### src/rtl/fp_align_pkg.sv
// Shared types and constants for the FP adder alignment sequencer.
package fp_align_pkg;

    localparam int EXP_W     = 8;
    localparam int FRAC_W    = 23;
    localparam int EXT_W     = 26;
    localparam int MAX_SHIFT = 26;
    localparam logic [EXP_W-1:0] EXP_SPECIAL = 8'hFF;

    typedef enum logic [1:0] {
        IDLE  = 2'd0,
        SHIFT = 2'd1,
        DONE  = 2'd2
    } state_e;

    typedef enum logic [1:0] {
        SPC_NORMAL = 2'b00,
        SPC_ZERO   = 2'b01,
        SPC_INFNAN = 2'b10
    } special_e;

    // Anything past the full extended width shifts out entirely, so clamp there.
    function automatic logic [4:0] clampShift(input logic [EXP_W-1:0] diff);
        return (diff > EXP_W'(MAX_SHIFT)) ? 5'(MAX_SHIFT) : 5'(diff);
    endfunction

endpackage

### src/rtl/fp_operand_classify.sv
// Splits one single-precision operand into class, exponent and extended mantissa,
// flushing denormals to zero.
module fp_operand_classify
    import fp_align_pkg::*;
(
    input  logic [31:0]      op_i,
    output logic [1:0]       class_o,
    output logic [EXP_W-1:0] exp_o,
    output logic [EXT_W-1:0] ext_o
);

    logic [FRAC_W-1:0] frac;
    logic              unusedSign;

    assign exp_o      = op_i[30:23];
    assign frac       = op_i[22:0];
    assign unusedSign = op_i[31];

    // Inf/NaN keeps its fraction with no hidden bit; exp==0 is treated as a true zero.
    always_comb begin
        class_o = SPC_NORMAL;
        ext_o   = {1'b1, frac, 2'b00};
        if (exp_o == EXP_SPECIAL) begin
            class_o = SPC_INFNAN;
            ext_o   = {1'b0, frac, 2'b00};
        end else if (exp_o == '0) begin
            class_o = SPC_ZERO;
            ext_o   = '0;
        end
    end

endmodule

### src/rtl/fp_align_seq.sv
// Multi-cycle exponent alignment for the FP adder: shifts the smaller operand right
// a bounded number of bits per cycle while collecting guard/round/sticky.
module fp_align_seq
    import fp_align_pkg::*;
#(
    parameter int SHIFT_PER_CYCLE = 1
) (
    input  logic        clk,
    input  logic        reset,
    input  logic        in_valid,
    output logic        in_ready,
    input  logic [31:0] a,
    input  logic [31:0] b,
    output logic        out_valid,
    input  logic        out_ready,
    output logic [23:0] aligned_a,
    output logic [23:0] aligned_b,
    output logic [7:0]  exp_out,
    output logic        guard,
    output logic        round,
    output logic        sticky,
    output logic [1:0]  special
);

    localparam logic [4:0] STEP_MAX = 5'(SHIFT_PER_CYCLE);

    state_e           state_q, state_d;
    logic [EXT_W-1:0] extA_q, extA_d, extB_q, extB_d;
    logic [EXP_W-1:0] exp_q, exp_d;
    logic [4:0]       remaining_q, remaining_d;
    logic             shiftB_q, shiftB_d;
    logic             sticky_q, sticky_d;
    logic [1:0]       special_q, special_d;

    logic [1:0]       classA, classB;
    logic [EXP_W-1:0] expA, expB;
    logic [EXT_W-1:0] extA, extB;

    logic             fire;
    logic             aGeB;
    logic [EXP_W-1:0] diff;
    logic [4:0]       step;
    logic [EXT_W-1:0] shiftee, shifted, lostMask;
    logic             lostAny;

    fp_operand_classify u_classA (
        .op_i    (a),
        .class_o (classA),
        .exp_o   (expA),
        .ext_o   (extA)
    );

    fp_operand_classify u_classB (
        .op_i    (b),
        .class_o (classB),
        .exp_o   (expB),
        .ext_o   (extB)
    );

    assign in_ready = (state_q == IDLE) && !reset;
    assign fire     = in_valid && in_ready;
    assign aGeB     = expA >= expB;
    assign diff     = aGeB ? (expA - expB) : (expB - expA);

    assign step     = (remaining_q < STEP_MAX) ? remaining_q : STEP_MAX;
    assign shiftee  = shiftB_q ? extB_q : extA_q;
    assign shifted  = shiftee >> step;
    assign lostMask = (EXT_W'(1) << step) - EXT_W'(1);
    assign lostAny  = |(shiftee & lostMask);

    // Capture and classify on fire, then peel off up to STEP_MAX bits per SHIFT cycle.
    always_comb begin
        state_d     = state_q;
        extA_d      = extA_q;
        extB_d      = extB_q;
        exp_d       = exp_q;
        remaining_d = remaining_q;
        shiftB_d    = shiftB_q;
        sticky_d    = sticky_q;
        special_d   = special_q;
        case (state_q)
            IDLE: begin
                if (fire) begin
                    extA_d      = extA;
                    extB_d      = extB;
                    sticky_d    = 1'b0;
                    shiftB_d    = aGeB;
                    remaining_d = '0;
                    if (classA == SPC_INFNAN || classB == SPC_INFNAN) begin
                        exp_d     = EXP_SPECIAL;
                        special_d = SPC_INFNAN;
                    end else if (classA == SPC_ZERO || classB == SPC_ZERO) begin
                        exp_d     = (classA == SPC_ZERO) ? expB : expA;
                        special_d = SPC_ZERO;
                    end else begin
                        exp_d       = aGeB ? expA : expB;
                        special_d   = SPC_NORMAL;
                        remaining_d = clampShift(diff);
                    end
                    state_d = (remaining_d == '0) ? DONE : SHIFT;
                end
            end
            SHIFT: begin
                if (shiftB_q) begin
                    extB_d = shifted;
                end else begin
                    extA_d = shifted;
                end
                sticky_d    = sticky_q | lostAny;
                remaining_d = remaining_q - step;
                if (remaining_d == '0) begin
                    state_d = DONE;
                end
            end
            DONE: begin
                if (out_ready) begin
                    state_d = IDLE;
                end
            end
            default: state_d = IDLE;
        endcase
    end

    always_ff @(posedge clk) begin
        if (reset) begin
            state_q     <= IDLE;
            extA_q      <= '0;
            extB_q      <= '0;
            exp_q       <= '0;
            remaining_q <= '0;
            shiftB_q    <= 1'b0;
            sticky_q    <= 1'b0;
            special_q   <= SPC_NORMAL;
        end else begin
            state_q     <= state_d;
            extA_q      <= extA_d;
            extB_q      <= extB_d;
            exp_q       <= exp_d;
            remaining_q <= remaining_d;
            shiftB_q    <= shiftB_d;
            sticky_q    <= sticky_d;
            special_q   <= special_d;
        end
    end

    assign out_valid = (state_q == DONE);
    assign aligned_a = extA_q[EXT_W-1:2];
    assign aligned_b = extB_q[EXT_W-1:2];
    assign exp_out   = exp_q;
    assign guard     = shiftB_q ? extB_q[1] : extA_q[1];
    assign round     = shiftB_q ? extB_q[0] : extA_q[0];
    assign sticky    = sticky_q;
    assign special   = special_q;

endmodule

### config.mk
export PLATFORM = sky130hd
export DESIGN_NAME = fp_align_seq
export DESIGN_NICKNAME = d
export VERILOG_FILES = /design/src/rtl/fp_align_pkg.sv /design/src/rtl/fp_operand_classify.sv /design/src/rtl/fp_align_seq.sv
export SDC_FILE = /design/constraint.sdc
export NUM_CORES = 1
export LEC_CHECK = 0
export CAP_MARGIN = 0
export CORE_MARGIN = 5
export CORE_UTILIZATION = 50
export CTS_BUF_LIST = sky130_fd_sc_hd__clkbuf_4 sky130_fd_sc_hd__clkbuf_8
export DETAILED_ROUTE_END_ITERATION = 16
export GPL_TIMING_DRIVEN = 0
export PLACE_DENSITY = 0.9
export SKIP_CTS_REPAIR_TIMING = 1
export SLEW_MARGIN = 40
export SYNTH_ARGS = -nofsm -noshare
export SYNTH_HDL_FRONTEND = slang
export SYNTH_SLANG_ARGS = --single-unit
### constraint.sdc
create_clock -name clk -period 5.5 [get_ports clk]
set_input_delay 0.55 -clock clk [delete_from_list [all_inputs] [get_ports clk]]
set_output_delay 0.55 -clock clk [all_outputs]
set_load 0.03 [all_outputs]
# == Yosys cells after proc, flatten, opt, wreduce, memory -nomap -nowiden ==
# Index checks and enable logic that the tools add are counted.
# totals
regBits,71
inputBits,68
wordCells,88
# op_classes
addsub,4
n_lt_le_gt_ge,3
eq_ne,13
shifts,2
mux,39
n_bitwise,2
reduce_logical,17
# op_table
operator,n
$mux W26,9
$pmux W26 S2,2
$mux W8,5
$mux W5,7
$and A26 B26 Y26,1
$reduce_or A26 Y1,1
$shl A1 B5 Y26 const A,1
$shr A26 B5 Y26,1
$sub A26 B2 Y26 const B,1
$eq A8 B8 Y1 const B,2
$logic_not A8 Y1,2
$sub A8 B8 Y8,2
$mux W2,7
$logic_not A5 Y1,2
$pmux W5 S2,1
$reduce_and A3 Y1,3
$ge A8 B8 Y1,1
$gt A8 B5 Y1 const B,1
$ne A2 B2 Y1 const B,4
$eq A2 B1 Y1 const B,3
$eq A2 B2 Y1 const B,3
$mux W1,6
$pmux W2 S3,1
$lt A5 B1 Y1 const B,1
10 further kinds,13

# == Depth between registers and ports, before layout ==
# Gate-level depths: netlist (run 1).
# logic_depth
ltp_word,13
ltp_mapped,11
ltp_nobuf,11

# == Modules after synthesis ==
# Synthesis (run 1) repeated with hierarchy kept, for this count alone.
# unflattened
cells_unflattened,693
area_unflattened_um2,5780.5
# modules_own_cells
module,instances,cells_each,area_each_um2,seq_area_each_um2
fp_align_seq,1,605,5072.4,1421.4
fp_operand_classify,2,44,354.1,0.0

# == Worst setup path before layout (run 1) ==
# OpenSTA, ideal clock, no wires.
# synth_timing
path_type,input port to flip-flop
from,in a[23]
to,reg remaining_q[2]
setup_time_ns,0.074
arrival_ns,2.788
slack_ns,2.638
stages,11
cell_sequence,inv_1 > ha_1 > inv_1 > fa_1 > nand3_2 > a31oi_2 > or3_1 > a21o_1 > and3_1 > or4b_1 > a31oi_1
# synth_via
elab_chain_cells,11
word_cells_on_any_way,20
cone_classes,add/sub: 2; order compare: 2; eq/ne: 3; mux: 10; reduce/logical: 3
# synth_lines
item,line_no,rtl
start: declaration,fp_align_seq.sv:12,"input logic [31:0] a,"
"parallel branches: the longest is 6 deep, another holds $sub A8 B8 Y8",n/a,
$mux W5 (*),fp_align_seq.sv:89,if (classA == SPC_INFNAN || classB == SPC_INFNAN) begin
$mux W5 (*),fp_align_seq.sv:83,if (fire) begin
$mux W5 (*),fp_align_seq.sv:81,case (state_q)
$mux W5 (*),fp_align_seq.sv:83,
$pmux W5 S2 (*),fp_align_seq.sv:81,
end signal: assignment,fp_align_seq.sv:139,remaining_q <= remaining_d;
end: declaration,fp_align_seq.sv:30,"logic [4:0] remaining_q, remaining_d;"
# Every way passes the cells marked *. The select of a mux whose other input is x is not followed.
# A chain may end at the register's enable or synchronous reset.

# == Final worst setup path (run 1) ==
# layout_timing
from,in b[23]
to,reg remaining_q[2]
# layout_via
elab_chain_cells,11
word_cells_on_any_way,20
cone_classes,add/sub: 2; order compare: 2; eq/ne: 3; mux: 10; reduce/logical: 3
# layout_lines
item,line_no,rtl
start: declaration,fp_align_seq.sv:13,"input logic [31:0] b,"
"parallel branches: the longest is 6 deep, another holds $sub A8 B8 Y8",n/a,
$mux W5 (*),fp_align_seq.sv:89,
$mux W5 (*),fp_align_seq.sv:83,
$mux W5 (*),fp_align_seq.sv:81,
$mux W5 (*),fp_align_seq.sv:83,
$pmux W5 S2 (*),fp_align_seq.sv:81,
# Marks and branches as above.

==> results.md, run 1 <==
* Status: complete, no violations
* Die Area at 12000 um2
* Core area at 9730 um2
* Mapped Nets at 719
* Synth top area share at 0.286
* XOR/XNOR share of the synthesized area at 0.00881
* Async set-reset flop share out of synthesis at 0
* Max_cap viols at 0
* Area grow syn2layout at 34.1%
* First-pass GRT wire length at 27.0 mm
* Final instance area at 6670 um2
* Nets at 858
* Total GRT Usage at 0.285
* Initial DRT Pass Iterations at 6
* Met3 Usage GRT at 0.0716
* Ports at 131
* Most numerous cell in the Yosys netlist: nand2_1
* H-tree Lvls at 3
* Setup TNS at 0 ps
* CP arrival at 3740 ps
* Worst skew pair latency at 350 ps
* Final WL at 17.7 mm
* Crit path launch type: primary input
* Synth unique cells at 63
* Kind of critical path: in -> reg
* Critical Path Source: b[23]
* Die W at 110 um
* Iter 0 DRT Violations at 481
* Slew @ Worst Pin at 849 ps
* Sequential share of the synthesized area at 0.286
* CTS clock-pin slew for the worst setup and hold paths at 80 ps
* Routed Antenna Nets at 0
* Final setup fails at 0
* Synthesized-area fraction occupied by adder cells at 0.0534
* Fmax at 0.288 GHz
* Sinks on Clock Net at 71
* Tmin final at 3470 ps
* Largest family of logic cells by synthesized area: compound AO/OA/AOI/OAI gates
* Top cells by count, synth: nand2_1 (72), dfxtp_1 (71), nor2_1 (70)
* Pin count of the biggest net entering global routing at 13
* Post-synth EDFFs at 0
* Worst Path Required at 5770 ps
* CTS tree: done
* Layout cells sized above 1 at 0.125
* Cell Area, Synth at 4970 um2
* Synth warn at 0
* Hold Path Class: reg -> reg
* Vias/cell at 6.16
* Synth top area cells: dfxtp_1 (29%), buf_4 (7.6%), a21oi_1 (6.0%)
* Fin. max-slew vios at 0
* Vias at 5596
* Ant diodes at 0
* Max-slew headroom at 0.434
* Die Ht at 110 um
* Detailed Place HPWL at 13.5 mm
* Synth Area in Compound Gates at 0.272
* Maximum vdd drop at 0.191 mV
* Hold Vio Cnt, Final at 0
* RSZ-0062 raised after global routing: false
* Simple-gate share of the synthesized area at 0.176
* Period utilisation layout at 0.631
* Grt peak-use layer: met2
* Static Leakage at 0.00264 uW
* Clock skew at 12.2 ps
* Mean Syn Cell Area at 7.87 um2
* Rows at 36
* Yosys reg bits at 71
* Port-buffer cells at 128
* Max clock buf depth at 2
* Yosys top cell by area: dfxtp_1
* DR WL/cell at 19.4 um
* Setup crit end: remaining_q[2]
* FF-to-FF End: remaining_q[2]
* DRC at 0
* Reg2reg start: state_q[1]
* CTS Buf Count at 9
* GP Congestion at 0.927
* Mapped Cells at 631
* Initial Util at 0.511
* R2R setup slack at 2660 ps
* Root buf cell: clkbuf_8
* Vias in the first global route at 5547
* Power density over the cells at 350 nW/um2
* GRT met2 Usage at 0.486
* CP endpoint kind: flip-flop
* Reg2Reg Depth at 7
* Antenna violations before repair at 0
* GRT overflow at 0
* Multiplexer share of the synthesized area at 0.0783
* CP Max Fanout at 7
* Met1 usage at 0.335
* Placed instance area at 6420 um2
* Commonest register cell after synthesis: dfxtp_1
sequential cells by signal (all words and copies together) (netlist names):
| signal | cells |
|---|---|
| extA_q | 26 |
| extB_q | 26 |
| exp_out | 8 |
| remaining_q | 5 |
| special | 2 |
| state_q | 2 |
| shiftB_q | 1 |
| sticky | 1 |
final cells by class:
type / count / area [um2]
Clock inverter: 5 / 104
Tap cell: 133 / 166
Fill cell: 789 / 3060
Clock buffer: 11 / 145
Sequential cell: 71 / 1420
Multi-Input combinational cell: 446 / 2930
Timing Repair Buffer: 128 / 1280
Inverter: 26 / 97.6
Buffer: 88 / 524
per-stage QoR:
step	power, uW	hold WS, ps	instances	worst slack (ps)	utilization
final	2330	454	908	2030	0.685
after CTS	2310	455	908	2070	0.685
after floorplan	1390	429	631	2640	-
after detailed placement	1780	444	892	1690	0.659
after global placement	1750	438	892	1740	0.659
after global routing	2440	483	908	1900	0.685
kinds of logic (layout without fill, tap and decap cells):
group                    count (synthesis)  after routing
AO/OA/AOI/OAI                          194            194
AND/OR/NAND/NOR                        191            191
buffers and inverters                  114            258
flip-flops                              71             71
multiplexers                            36             36
adder cells (fa/ha/maj)                 20             20
XOR/XNOR                                 5              5
where the power goes:
part	internal (uW)	leakage [uW]	switching (uW)	total, uW
logic	458	0.00192	682	1140
clock network	320	0.000127	209	529
registers	596	0.000585	65.7	661
placed cells by master, fill, tap and decap left out, types with 5 or more instances in the layout:
master,count
nand2_1,72
a21o_1,5
a21oi_1,60
o211ai_1,22
clkdlybuf4s50_1,128
nor2_1,70
buf_2,5
o21ai_0,15
a211oi_1,31
mux2i_1,22
nand3_1,6
clkbuf_8,10
buf_4,50
nor4_1,6
dfxtp_1,71
ha_1,18
mux2_2,13
inv_1,25
clkbuf_1,30
a311oi_1,24
nand4_1,9
worst max-delay path, cell delays in order:
cell and delay (ps):
clkdlybuf4s50_1 600, ha_1 220, inv_1 60, fa_1 430, nand3_2 140, a31o_4 210, nand2_1 130, o41ai_1 440
o211ai_2 220, or4b_1 530, a31oi_1 200
per-layer routing:
| layer | part of all wire | vias to the layer above |
|---|---|---|
| met5 | 0 | - |
| met4 | 0.039 | 0 |
| met3 | 0.10 | 84 |
| met2 | 0.48 | 379 |
| met1 | 0.38 | 2597 |
| li1 | - | 2536 |
worst min path at each step:
stage / from / to / cells after the start
after floorplan: extA_q[0] / extA_q[0] / 2
after global placement: extA_q[0] / extA_q[0] / 2
after detailed placement: extA_q[1] / extA_q[1] / 2
after CTS: extA_q[1] / extA_q[1] / 2
after global routing: extA_q[1] / extA_q[1] / 2
final: extA_q[1] / extA_q[1] / 2
Power figures use the tool's default switching activity.
==> run 2: changes to the inputs <==
Settings changed: CORE_UTILIZATION 50 to 46, PLACE_DENSITY 0.9 to 0.87.
Clock period 5.5 ns to 3.1 ns, I/O delays scaled along.
==> results.md, run 2 (synthesized netlist as in run 1, its figures left out) <==
* Status: complete, no violations
* CTS clock-pin slew for the worst setup and hold paths at 70 ps
* Min setup slack post-route at 51.7 ps
* Worst Path Required at 3380 ps
* First-pass GRT wire length at 26.4 mm
* Internal at 2240 uW
* Max-slew headroom at 0.477
* CP Max Fanout at 10
* Crit path launch type: primary input
* Maximum vdd drop at 0.318 mV
* Critical Path Max Stage Delay at 570 ps
* Setup TNS at 0 ps
* GRT overflow at 0
* Clock skew at 14.9 ps
* CTS tree: done
* Sequential Area at 1420 um2
* Hold Vio Cnt, Final at 0
* Most frequent cells in the layout: clkdlybuf4s50_1 (121), nand2_1 (72), dfxtp_1 (71)
* Placed instance area at 6420 um2
* Final instance area at 6680 um2
* Vias/cell at 6.02
* Critical Path Source: a[28]
* Fmax at 0.328 GHz
* Static Leakage at 0.00268 uW
* Nets at 859
* Worst Hold Endpoint: exp_out[3]
* Vias at 5506
* Die Ht at 114 um
* Tmin final at 3050 ps
* FF-to-FF End: sticky
* Ant diodes at 0
* CP endpoint kind: flip-flop
* GP Congestion at 0.904
* Die W at 114 um
* Ports at 131
* Crit-path cells: clkdlybuf4s50_1 > inv_1 > ha_1 > clkbuf_4 > nand4_4 > a31o_4 > a2111o_1 > o2111ai_1 > o211ai_2 > or4b_1 > a31oi_1
* Area grow syn2layout at 34.4%
* Reg2Reg Depth at 11
* R2R setup slack at 300 ps
* Start point of the worst hold path: a[26]
* Antenna violations before repair at 0
* Routed Antenna Nets at 0
* Kind of critical path: in -> reg
* Vias in the first global route at 5325
* Root buf cell: clkbuf_8
* Reg2reg start: remaining_q[4]
* Sinks on Clock Net at 71
* Clock share of power at 0.188
* Sequential share of power at 0.299
* CTS Buf Count at 9
* DR WL/cell at 18.4 um
* DRC at 0
* Port-buffer cells at 128
* Core area at 10700 um2
* H-tree Lvls at 3
* Max_cap viols at 0
* Initial Util at 0.464
* Commonest non-fill, non-tap cell in the layout: clkdlybuf4s50_1
* CP max-delay cell: clkdlybuf4s50_1
* Fin. max-slew vios at 0
* Final setup fails at 0
* Worst path top cell family by delay: compound AO/OA/AOI/OAI gates
* FILL cells at 904
* Period utilisation layout at 0.983
* Worst hold margin at 407 ps
* NetSw at 1670 uW
* RSZ-0062 raised after global routing: false
* Pin count of the biggest net entering global routing at 13
* Crit. path cell count at 11
* Worst skew pair latency at 360 ps
* Iter 0 DRT Violations at 505
* Critical path buffer and inverter count at 3
* Detailed Place HPWL at 13.2 mm
* Layout cells sized above 1 at 0.133
* Power density over the cells at 587 nW/um2
* Initial DRT Pass Iterations at 5
* Slew @ Worst Pin at 784 ps
* Combinational Power Share at 0.513
* Total GRT Usage at 0.248
* Hold Path Class: in -> reg
* CP arrival at 3330 ps
* Final WL at 16.8 mm
* Worst hold stages at 3
* Die Area at 13000 um2
* Sw Ratio at 0.427
* Pre-CTS WS at -419 ps
* Multi-input gate area at 2960 um2
* Max clock buf depth at 2
* Rows at 38
## run 2: cell count changes in the layout (fill, tap and decap cells not counted), moves of 2 or more
| cell | delta |
|---|---|
| clkinv_2 | +2 |
| bufinv_16 | -2 |
| buf_2 | -2 |
| clkdlybuf4s50_1 | -7 |
| a21oi_1 | -2 |
| dlymetal6s2s_1 | +7 |
## run 2: worst reg2reg max path: cells and delay by family (launching register included)
| family | cells | cell delay, ps |
|---|---|---|
| compound gates | 3 | 380 |
| simple gates | 4 | 760 |
| fa+ha+maj | 1 | 380 |
| flops | 1 | 330 |
| buf+inv | 3 | 890 |
## run 2: power by group through the flow
stage | clock, uW | sequential [uW] | combinational (uW)
global placement | 0 | 1180 | 1920
floorplan | 0 | 1190 | 1280
CTS | 726 | 1170 | 1970
finish | 737 | 1170 | 2010
detailed placement | 0 | 1190 | 1960
global route | 771 | 1190 | 2150
## run 2: area by class of cell
| cell class | instances | share of cell area |
|---|---|---|
| multi-input cells | 446 | 0.444 |
| clock buffers | 9 | 0.0185 |
| inverters | 26 | 0.0146 |
| clock inverters | 6 | 0.00918 |
| plain buffers | 88 | 0.0793 |
| repair buffers | 129 | 0.196 |
| well taps | 140 | 0.0262 |
| flip-flops and latches | 71 | 0.213 |
## run 2: worst max-delay path by stage
stage	to	slack (ps)
4_1_cts	remaining_q[2]	-40
2_1_floorplan	remaining_q[2]	480
6_report	remaining_q[2]	50
3_5_place_dp	remaining_q[2]	-420
3_3_place_gp	remaining_q[2]	-360
5_1_grt	remaining_q[2]	5
## run 2: routing by layer
layer | routed length (um) | GRT usage | vias to the layer above
li1 | - | - | 2537
met1 | 6780 | 0.320 | 2596
met2 | 7940 | 0.409 | 323
met3 | 1680 | 0.0562 | 50
met4 | 442 | 0.0847 | 0
met5 | 0 | 0 | -
## run 2: metrics by stage
stage	total power, uW	utilization	std cells
2_1_floorplan	2470	-	631
3_3_place_gp	3100	0.601	899
3_5_place_dp	3150	0.601	899
4_1_cts	3860	0.618	914
5_1_grt	4110	0.624	915
6_report	3920	0.624	915
==> run 3: changes to the inputs <==
--- a/config.mk
+++ b/config.mk
@@ -11,5 +11,4 @@
 export CTS_BUF_LIST = sky130_fd_sc_hd__clkbuf_4 sky130_fd_sc_hd__clkbuf_8
 export DETAILED_ROUTE_END_ITERATION = 16
-export GPL_TIMING_DRIVEN = 0
 export PLACE_DENSITY = 0.87
 export SKIP_CTS_REPAIR_TIMING = 1
==> constraint.sdc (replaced) <==
create_clock -name clk -period 3.1 [get_ports clk]
set_input_delay 0.31 -clock clk [delete_from_list [all_inputs] [get_ports clk]]
set_output_delay 0.31 -clock clk [all_outputs]
set_load 0.01 [all_outputs]
==> results.md, run 3 (synthesized netlist as in run 1, its figures left out) <==
* Power density over the cells at 554 nW/um2
* RSZ-0062 raised after global routing: false
* Area grow syn2layout at 33.4%
* Detailed Place HPWL at 12.5 mm
* Iter 0 DRT Violations at 397
* Max_cap viols at 0
* Final WL at 16.6 mm
* Hold Vio Cnt, Final at 0
* Maximum vdd drop at 0.275 mV
* Root buf cell: clkbuf_8
* Port-buffer cells at 128
* Die Ht at 114 um
* Tmin final at 2930 ps
* CTS tree: done
* Nets at 836
* Max-slew headroom at 0.503
* Static Leakage at 0.00262 uW
* Ant diodes at 0
* Kind of critical path: in -> reg
* GRT overflow at 0
* Worst skew pair latency at 360 ps
* CP Max Fanout at 6
* Ports at 131
* Reg2reg start: remaining_q[2]
* Clock skew at 12.1 ps
* CP arrival at 3210 ps
* DR WL/cell at 18.6 um
* Vias in the first global route at 5230
* CTS clock-pin slew for the worst setup and hold paths at 80 ps
* Max clock buf depth at 2
* Pin count of the biggest net entering global routing at 67
* Sinks on Clock Net at 71
* CP endpoint kind: flip-flop
* Final setup fails at 0
* Vias at 5266
* Status: complete, no violations
* Fin. max-slew vios at 0
* Start point of the worst hold path: special[0]
* Total Power at 3680 uW
* DRC at 0
* FILL cells at 930
* H-tree Lvls at 3
* Core area at 10700 um2
* Period utilisation layout at 0.946
* Critical Path Source: a[24]
* GP Congestion at 0.942
* Vias/cell at 5.90
* Final instance area at 6630 um2
* Fmax at 0.341 GHz
* Layout cells sized above 1 at 0.155
* Total GRT Usage at 0.249
* Crit path launch type: primary input
* Most frequent cells in the layout: clkdlybuf4s50_1 (127), nand2_1 (72), dfxtp_1 (70)
* Placed instance area at 6430 um2
* Rows at 38
* Routed Antenna Nets at 0
* Antenna violations before repair at 0
* Worst Path Required at 3380 ps
* Worst hold margin at 465 ps
* Slew @ Worst Pin at 742 ps
* Commonest non-fill, non-tap cell in the layout: clkdlybuf4s50_1
* Initial Util at 0.464
* CTS Buf Count at 9
* Initial DRT Pass Iterations at 8
* Die Area at 13000 um2
* First-pass GRT wire length at 26.0 mm
* Hold Path Class: reg -> reg
* Die W at 114 um
[run 3: changes by cell type in the layout (fill, tap and decap cells not counted), sizes merged, moves of 6 or more]
cell / change
buf: +10
clkbuf: -30
dlymetal6s2s: -7
clkdlybuf4s50: +6
[run 3: worst paths after layout]
path | end | slack, ps | depth (start not counted)
worst max-delay path | remaining_q[2] | 170 | 11
worst min-delay path | special[0] | 460 | 2
worst max register to register | extB_q[9] | 690 | 7
worst min register to register | special[0] | 460 | 2
[run 3: final cells by class]
type                    instances  area (um2)  share of cell area
repair buffers                194        1770               0.267
inverters                      26        97.6              0.0147
flip-flops and latches         71        1420               0.215
well taps                     140         175              0.0264
multi-input cells             446        2960               0.446
clock inverters                 5        57.6             0.00868
clock buffers                  11         145              0.0219
[run 3: stage by stage]
step / util / instances / setup slack (ps) / setup TNS, ps
after floorplan: - / 631 / 478 / 0
after global placement: 0.600 / 877 / -80.9 / -161
after detailed placement: 0.601 / 877 / -136 / -266
after CTS: 0.620 / 893 / 176 / 0
after global routing: 0.620 / 893 / 25.5 / 0
final: 0.620 / 893 / 169 / 0
[run 3: worst max-delay path: stages]
cell             delay (ps)
clkdlybuf4s50_1         560
inv_1                    90
ha_1                    330
buf_4                   150
nand3b_1                120
a21oi_1                 130
or3_1                   360
o2111ai_1               240
o211ai_2                190
or4b_1                  520
a31oi_1                 190
[run 3: report_power, final]
part           total (uW)  leakage [uW]  switching, uW  internal (uW)
registers            1190      0.000586            133           1060
logic                1710       0.00193            940            771
clock network         774      0.000107            371            403
[run 3: layer usage]
layer	vias up	wire, um	part of all wire	GRT usage
met2	248	8350	0.50	0.448
li1	2482	-	-	-
met4	0	350	0.021	0.0768
met3	32	1340	0.080	0.0578
met1	2504	6600	0.40	0.291
met5	-	0	0	0
